<file path="src/rtl/autocomplete_scheduler.sv">
// rtl/autocomplete_scheduler.sv - sweeps the Trax board through the forced-move evaluator until stable
module autocomplete_scheduler #(
    parameter int MAX_ROW    = 50,
    parameter int MAX_COL    = 50,
    parameter int MAX_SWEEPS = 16,
    parameter int CNT_W      = 12
) (
    input  logic             clk,
    input  logic             rst,
    input  logic             start,
    input  logic [9:0]       n,
    input  logic [9:0]       m,
    output logic             busy,
    output logic             done,
    output logic             limit_hit,
    output logic [CNT_W-1:0] changes_count,
    output logic [4:0]       sweep_count,
    output logic             mem_rd_en,
    output logic [9:0]       mem_rd_row,
    output logic [9:0]       mem_rd_col,
    input  logic [2:0]       mem_rd_data,
    output logic             mem_wr_en,
    output logic [9:0]       mem_wr_row,
    output logic [9:0]       mem_wr_col,
    output logic [2:0]       mem_wr_data,
    output logic [2:0]       eval_curr,
    output logic [2:0]       eval_up,
    output logic [2:0]       eval_right,
    output logic [2:0]       eval_down,
    output logic [2:0]       eval_left,
    output logic [9:0]       eval_i,
    output logic [9:0]       eval_j,
    output logic [9:0]       eval_n,
    output logic [9:0]       eval_m,
    input  logic             eval_changed,
    input  logic [2:0]       eval_out_cell
);

    localparam logic [9:0] ROW_CAP  = 10'(MAX_ROW);
    localparam logic [9:0] COL_CAP  = 10'(MAX_COL);
    localparam logic [4:0] SWEEP_CAP = 5'(MAX_SWEEPS);

    // SAMPLE is the cycle after EVAL, where the evaluator result is taken
    typedef enum logic [3:0] {
        IDLE, RD_CUR, RD_N, RD_E, RD_S, RD_W, EVAL, SAMPLE, WRITE, NEXT, DONE
    } state_t;

    state_t state, state_nxt;

    logic [9:0]       i_r, j_r;
    logic [9:0]       n_eff, m_eff;
    logic [2:0]       wr_cell;
    logic             sweep_dirty;
    logic [CNT_W-1:0] chg_r;
    logic [4:0]       swp_r;
    logic             lim_r;

    logic [10:0] i_p1, j_p1;
    logic        has_n, has_s, has_e, has_w;
    logic        last_row, last_col, last_cell;
    logic [4:0]  swp_inc;
    logic [9:0]  n_clip, m_clip;

    assign i_p1      = {1'b0, i_r} + 11'd1;
    assign j_p1      = {1'b0, j_r} + 11'd1;
    assign has_n     = (i_r != 10'd0);
    assign has_w     = (j_r != 10'd0);
    assign has_s     = (i_p1 < {1'b0, n_eff});
    assign has_e     = (j_p1 < {1'b0, m_eff});
    assign last_row  = (i_p1 == {1'b0, n_eff});
    assign last_col  = (j_p1 == {1'b0, m_eff});
    assign last_cell = last_row && last_col;
    assign swp_inc   = swp_r + 5'd1;
    assign n_clip    = (n > ROW_CAP) ? ROW_CAP : n;
    assign m_clip    = (m > COL_CAP) ? COL_CAP : m;

    assign limit_hit     = lim_r;
    assign changes_count = chg_r;
    assign sweep_count   = swp_r;
    assign eval_i        = i_r;
    assign eval_j        = j_r;
    assign eval_n        = n_eff;
    assign eval_m        = m_eff;

    // State register
    always_ff @(posedge clk or posedge rst) begin
        if (rst) begin
            state <= IDLE;
        end else begin
            state <= state_nxt;
        end
    end

    // Next-state logic
    always_comb begin
        state_nxt = state;
        case (state)
            IDLE: begin
                if (start) begin
                    state_nxt = (n == 10'd0 || m == 10'd0) ? DONE : RD_CUR;
                end
            end
            RD_CUR: state_nxt = RD_N;
            RD_N:   state_nxt = (mem_rd_data != 3'b000) ? NEXT : RD_E;
            RD_E:   state_nxt = RD_S;
            RD_S:   state_nxt = RD_W;
            RD_W:   state_nxt = EVAL;
            EVAL:   state_nxt = SAMPLE;
            SAMPLE: state_nxt = eval_changed ? WRITE : NEXT;
            WRITE:  state_nxt = NEXT;
            NEXT: begin
                if (last_cell && (!sweep_dirty || swp_inc == SWEEP_CAP)) begin
                    state_nxt = DONE;
                end else begin
                    state_nxt = RD_CUR;
                end
            end
            DONE:    state_nxt = IDLE;
            default: state_nxt = IDLE;
        endcase
    end

    // Datapath: scan position, captured neighbours, sweep bookkeeping
    always_ff @(posedge clk or posedge rst) begin
        if (rst) begin
            i_r         <= '0;
            j_r         <= '0;
            n_eff       <= '0;
            m_eff       <= '0;
            wr_cell     <= '0;
            sweep_dirty <= 1'b0;
            chg_r       <= '0;
            swp_r       <= '0;
            lim_r       <= 1'b0;
            eval_curr   <= '0;
            eval_up     <= '0;
            eval_right  <= '0;
            eval_down   <= '0;
            eval_left   <= '0;
        end else begin
            case (state)
                IDLE: begin
                    if (start) begin
                        n_eff       <= n_clip;
                        m_eff       <= m_clip;
                        i_r         <= '0;
                        j_r         <= '0;
                        chg_r       <= '0;
                        swp_r       <= '0;
                        lim_r       <= 1'b0;
                        sweep_dirty <= 1'b0;
                    end
                end
                RD_N:   eval_curr  <= mem_rd_data;
                RD_E:   eval_down  <= has_n ? mem_rd_data : 3'b000;
                RD_S:   eval_right <= has_e ? mem_rd_data : 3'b000;
                RD_W:   eval_up    <= has_s ? mem_rd_data : 3'b000;
                EVAL:   eval_left  <= has_w ? mem_rd_data : 3'b000;
                SAMPLE: wr_cell    <= eval_out_cell;
                WRITE: begin
                    sweep_dirty <= 1'b1;
                    if (chg_r != {CNT_W{1'b1}}) begin
                        chg_r <= chg_r + 1'b1;
                    end
                end
                NEXT: begin
                    if (last_cell) begin
                        swp_r <= swp_inc;
                        if (sweep_dirty) begin
                            if (swp_inc == SWEEP_CAP) begin
                                lim_r <= 1'b1;
                            end else begin
                                sweep_dirty <= 1'b0;
                                i_r         <= '0;
                                j_r         <= '0;
                            end
                        end
                    end else if (last_col) begin
                        j_r <= '0;
                        i_r <= i_p1[9:0];
                    end else begin
                        j_r <= j_p1[9:0];
                    end
                end
                default: ;
            endcase
        end
    end

    // Output decode: RAM strobes/addresses, busy and done
    always_comb begin
        busy        = 1'b0;
        done        = 1'b0;
        mem_rd_en   = 1'b0;
        mem_rd_row  = '0;
        mem_rd_col  = '0;
        mem_wr_en   = 1'b0;
        mem_wr_row  = '0;
        mem_wr_col  = '0;
        mem_wr_data = '0;
        case (state)
            RD_CUR: begin
                busy       = 1'b1;
                mem_rd_en  = 1'b1;
                mem_rd_row = i_r;
                mem_rd_col = j_r;
            end
            RD_N: begin
                busy      = 1'b1;
                mem_rd_en = has_n;
                if (has_n) begin
                    mem_rd_row = i_r - 10'd1;
                    mem_rd_col = j_r;
                end
            end
            RD_E: begin
                busy      = 1'b1;
                mem_rd_en = has_e;
                if (has_e) begin
                    mem_rd_row = i_r;
                    mem_rd_col = j_p1[9:0];
                end
            end
            RD_S: begin
                busy      = 1'b1;
                mem_rd_en = has_s;
                if (has_s) begin
                    mem_rd_row = i_p1[9:0];
                    mem_rd_col = j_r;
                end
            end
            RD_W: begin
                busy      = 1'b1;
                mem_rd_en = has_w;
                if (has_w) begin
                    mem_rd_row = i_r;
                    mem_rd_col = j_r - 10'd1;
                end
            end
            EVAL, SAMPLE, NEXT: busy = 1'b1;
            WRITE: begin
                busy        = 1'b1;
                mem_wr_en   = 1'b1;
                mem_wr_row  = i_r;
                mem_wr_col  = j_r;
                mem_wr_data = wr_cell;
            end
            DONE:    done = 1'b1;
            default: ;
        endcase
    end

endmodule

</file>
<file path="config.mk">
export PLATFORM = sky130hd
export DESIGN_NAME = autocomplete_scheduler
export DESIGN_NICKNAME = d
export VERILOG_FILES = /design/src/rtl/autocomplete_scheduler.sv
export SDC_FILE = /design/constraint.sdc
export NUM_CORES = 1
export LEC_CHECK = 0
export ABC_AREA = 0
export CORE_MARGIN = 2
export CORE_UTILIZATION = 45
export DETAILED_ROUTE_END_ITERATION = 10
export GPL_TIMING_DRIVEN = 0
export PLACE_DENSITY = 0.87
export SLEW_MARGIN = 20
export SYNTH_ARGS = -nofsm -noshare
export SYNTH_HDL_FRONTEND = slang
export SYNTH_SLANG_ARGS = --single-unit
</file>
<file path="constraint.sdc">
create_clock -name clk -period 2.87 [get_ports clk]
set_input_delay 0.287 -clock clk [delete_from_list [all_inputs] [get_ports clk]]
set_output_delay 0.287 -clock clk [all_outputs]
set_load 0.05 [all_outputs]
</file>
==> summary.md, run 1 <==
| Metric | Value |
|---|---|
| Initial core utilization | `between 40% and 50%` |
| Post-synthesis cell type count | `64` |
| Die area | `around 13000 um^2` |
| Worst path required time | `~2.6 ns` |
| GRT Total Usage | `31.7%` |
| Post-detail-place hpwl | `about 13 mm` |
| Max clock buf depth | `2` |
| Final hold vios | `0` |
| Routability congestion estimate | `0.934` |
| Wirelength per Cell | `21.1 um` |
| Drt pass-1 iters | `8` |
| H-tree levels | `3` |
| Fmax | `0.264 GHz` |
| Row count | `40` |
| Min Clock Period, post-route | `3.79 ns` |
| Skew-Pair Late Insertion Delay | `0.36 ns` |
| Post-DP Area | `between 7000 and 8000 um^2` |
| Synthesized flop and latch total | `81` |
| Port bufs | `~150` |
| IO Count | `150` |
| Synth top area share | `~37%` |
| Slew headroom | `between 30% and 40%` |
| Core ar. | `between 10000 and 15000 um^2` |
| Share of post-route cells with drive strength above 1 | `between 20% and 30%` |
| Drt via density | `between 6 and 7` |
| Die Y | `114 um` |
| EDFF count, synth | `0` |
| Sequential area share after synthesis | `approximately 37%` |
| Final antenna-violating net count | `0` |
| Crit path kind | `reg -> out` |
| Switching Share | `roughly 48%` |
| DRT Wirelength | `around 22 mm` |
| Initial antenna violation count | `0` |
| Worst-path clk slew | `0.07 ns` |
| CTS tree | `done` |
| Hold Buf Count CTS | `0` |
| Sequential Power Share | `between 20% and 30%` |
| Final Worst Setup Slack | `-0.924 ns` |
| Maximum fanout along the worst path | `5` |
| Gr ovfl total | `0` |
| Nets | `925` |
| CTS Buf Count | `9` |
| Vias in the first global route | `around 6300` |
| Synth cell count leaders | `86 x nand2_1, 81 x dfrtp_1, 72 x nor2_1, 41 x inv_1, 39 x o21ai_0` |
| Pin count of the biggest net entering global routing | `43` |
| Final-report setup violation count | `60` |
| Global-route wire length before repair | `approximately 32 mm` |
| Area growth, synth to finish | `61.6%` |
| Final worst-path cycle share | `132%` |
| Worst Skew | `0.0156 ns` |
| Net Switching | `0.00337 W` |
| Asr flop ratio synth | `100%` |
| Leak | `roughly 3.7 nW` |
| Violated checks | `negative setup slack` |
| Design Area, Final | `roughly 8900 um^2` |
| DRC violations left | `0` |
| Maximum VDD drop | `0.000400 V` |
| 1st-iter DRT viols | `approximately 630` |
| Clk network pwr share | `between 10% and 20%` |
| Crit path DAT | `3.51 ns` |
| RSZ-0062 raised after global routing | `yes` |
| Most frequent cell after synthesis | `nand2_1` |
| Area leader, netlist | `dfrtp_1` |
| Hold crit path type | `in -> async` |
| Routed vias | `~6500` |
| Slew @ Worst Pin | `between 0.9 and 1 ns` |
| Final cell utilization of the core | `approximately 74%` |
| Power per Cell Area | `approximately 790 nW/um^2` |
| Synthesized Nets | `between 700 and 800` |
| Status | `finished, violations left` |
| Synth warnings | `0` |
| Setup crit end kind | `output pin` |
| Clk sink count | `about 80` |
| Die X-Extent | `~110 um` |
| Pint | `around 0.0037 W` |
| Most used DFF post-synth | `dfrtp_1` |
| Cell count after synthesis | `655` |
| Final Power | `~0.0070 W` |
| Count of final max-slew check failures | `0` |
| Logic pwr share | `approximately three fifths` |
| Top cells by area, synth | `dfrtp_1 37%, ha_1 6.2%, nand2_1 5.9%` |
| Startpoint Class | `register` |
| Antenna cells | `0` |
| Max-cap violations | `0` |
| Clock Tree Root | `clkbuf_16` |
| Post-synth design cell area | `roughly 5500 um^2` |
| Avg Cell Area, Syn | `about 8.4 um^2` |
worst max-delay path, stage by stage (launching register included):
cell,delay (ns)
dfrtp_2,0.43
ha_4,0.16
and3_4,0.22
nand3_4,0.12
xnor2_4,0.26
ha_4,0.24
a211oi_2,0.22
o211ai_1,0.17
o221a_2,0.34
buf_6,0.13
o211ai_4,0.23
buf_12,0.17
a221oi_4,0.05
a21oi_4,0.21
buf_6,0.19
area by class of cell:
| cell class | instances | area (um^2) |
|---|---|---|
| fill | 758 | 3090 |
| clock inverter | 2 | 35.0 |
| timing repair buffer | 203 | 1980 |
| clock buffer | 14 | 284 |
| tap | 147 | 184 |
| multi-input combinational | 507 | 4020 |
| buffer | 25 | 164 |
| sequential | 81 | 2050 |
| inverter | 41 | 159 |
state kept, by name (all words and copies together), names as in the netlist:
register / cells
changes_count: 12
eval_curr: 3
eval_down: 3
eval_i: 10
eval_j: 10
eval_left: 3
eval_m: 10
eval_n: 10
eval_right: 3
eval_up: 3
limit_hit: 1
state: 4
sweep_count: 5
sweep_dirty: 1
wr_cell: 3
stage by stage:
step	std cells	setup TNS (ns)	hold slack (ns)	setup slack, ns
finish	1020	-23.48	0.331	-0.924
CTS	1013	-15.43	0.359	-0.764
global placement	951	-110.92	0.463	-1.17
detailed placement	952	-42.86	0.476	-1.32
floorplan	655	-12.62	0.392	-0.418
global route	1020	-27.93	0.391	-0.938
power groups by stage:
stage	logic [W]	clock network (W)	registers [W]
3_5_place_dp	0.00341	0	0.00155
2_1_floorplan	0.00189	0	0.00207
5_1_grt	0.00442	0.00130	0.00156
3_3_place_gp	0.00335	0	0.00154
6_report	0.00426	0.00125	0.00154
4_1_cts	0.00397	0.00124	0.00153
metal layers:
layer | vias to the layer above | share of wire, % | global-route usage [%]
met1 | 3113 | 39 | 39.9
met5 | - | 0 | 0
li1 | 2778 | - | -
met3 | 131 | 9.7 | 8.52
met4 | 0 | 5.2 | 16.8
met2 | 476 | 46 | 49.9
cell usage in the layout (no fill, tap or decap), types with 6 or more instances in the layout:
cell,synthesis,final
clkdlybuf4s50_1,0,111
nand2_1,86,73
dfrtp_1,81,66
nor2_1,72,61
buf_4,1,48
inv_1,41,35
o21ai_0,39,33
ha_1,27,20
buf_6,0,18
and2_1,20,18
a21oi_1,28,17
nor3_1,19,16
a22o_1,16,16
clkbuf_2,0,15
dfrtp_2,0,15
nand3_1,23,14
xnor2_1,19,13
nand4_1,12,12
nor4_1,14,10
clkbuf_16,0,10
nand2_2,1,9
nor2_4,1,9
o21a_1,9,8
clkdlybuf4s15_1,0,8
buf_2,10,7
a31oi_1,8,7
xor2_1,9,7
buf_8,0,7
or3_1,8,6
nor2b_1,6,6
a21oi_4,0,6
and3_1,10,6
nand3_2,0,6
ha_4,0,6
what timing repair did:
item,4_1_cts,5_1_grt
resized for setup,238,65
setup endpoints to repair,77,74
pin swaps,32,22
buffers inserted,45,7
cloned,3,1
kinds of logic (layout without fill, tap and decap cells):
kind of cell	after synthesis	after routing	synth area share [%]
xor+xnor	28	28	4.47
simple gates	294	295	26.8
mux	8	8	1.57
flops	81	81	36.9
buf+inv	69	285	5.01
compound gates	148	149	19.1
fa+ha+maj	27	27	6.15
final timing paths:
| path | from | end | slack [ns] | depth (start not counted) |
|---|---|---|---|---|
| worst max register to register | eval_j[0] | sweep_count[4] | -0.31 | 16 |
| min in group clk | eval_left[1] | eval_left[1] | 0.49 | 2 |
| worst min-delay path | rst | state[1] | 0.33 | 2 |
| worst min register to register | eval_left[1] | eval_left[1] | 0.49 | 2 |
| max in group asynchronous | rst | eval_j[6] | 1.92 | 3 |
| worst max-delay path | eval_j[0] | mem_rd_row[5] | -0.92 | 14 |
Note: power is estimated with default switching activity, not from simulation.
==> run 2, diff against run 1 <==
Settings changed: GPL_ROUTABILITY_DRIVEN set to 0.
==> results of run 2 <==
The final DEF is identical to that of run 1; final timing and power are the same.
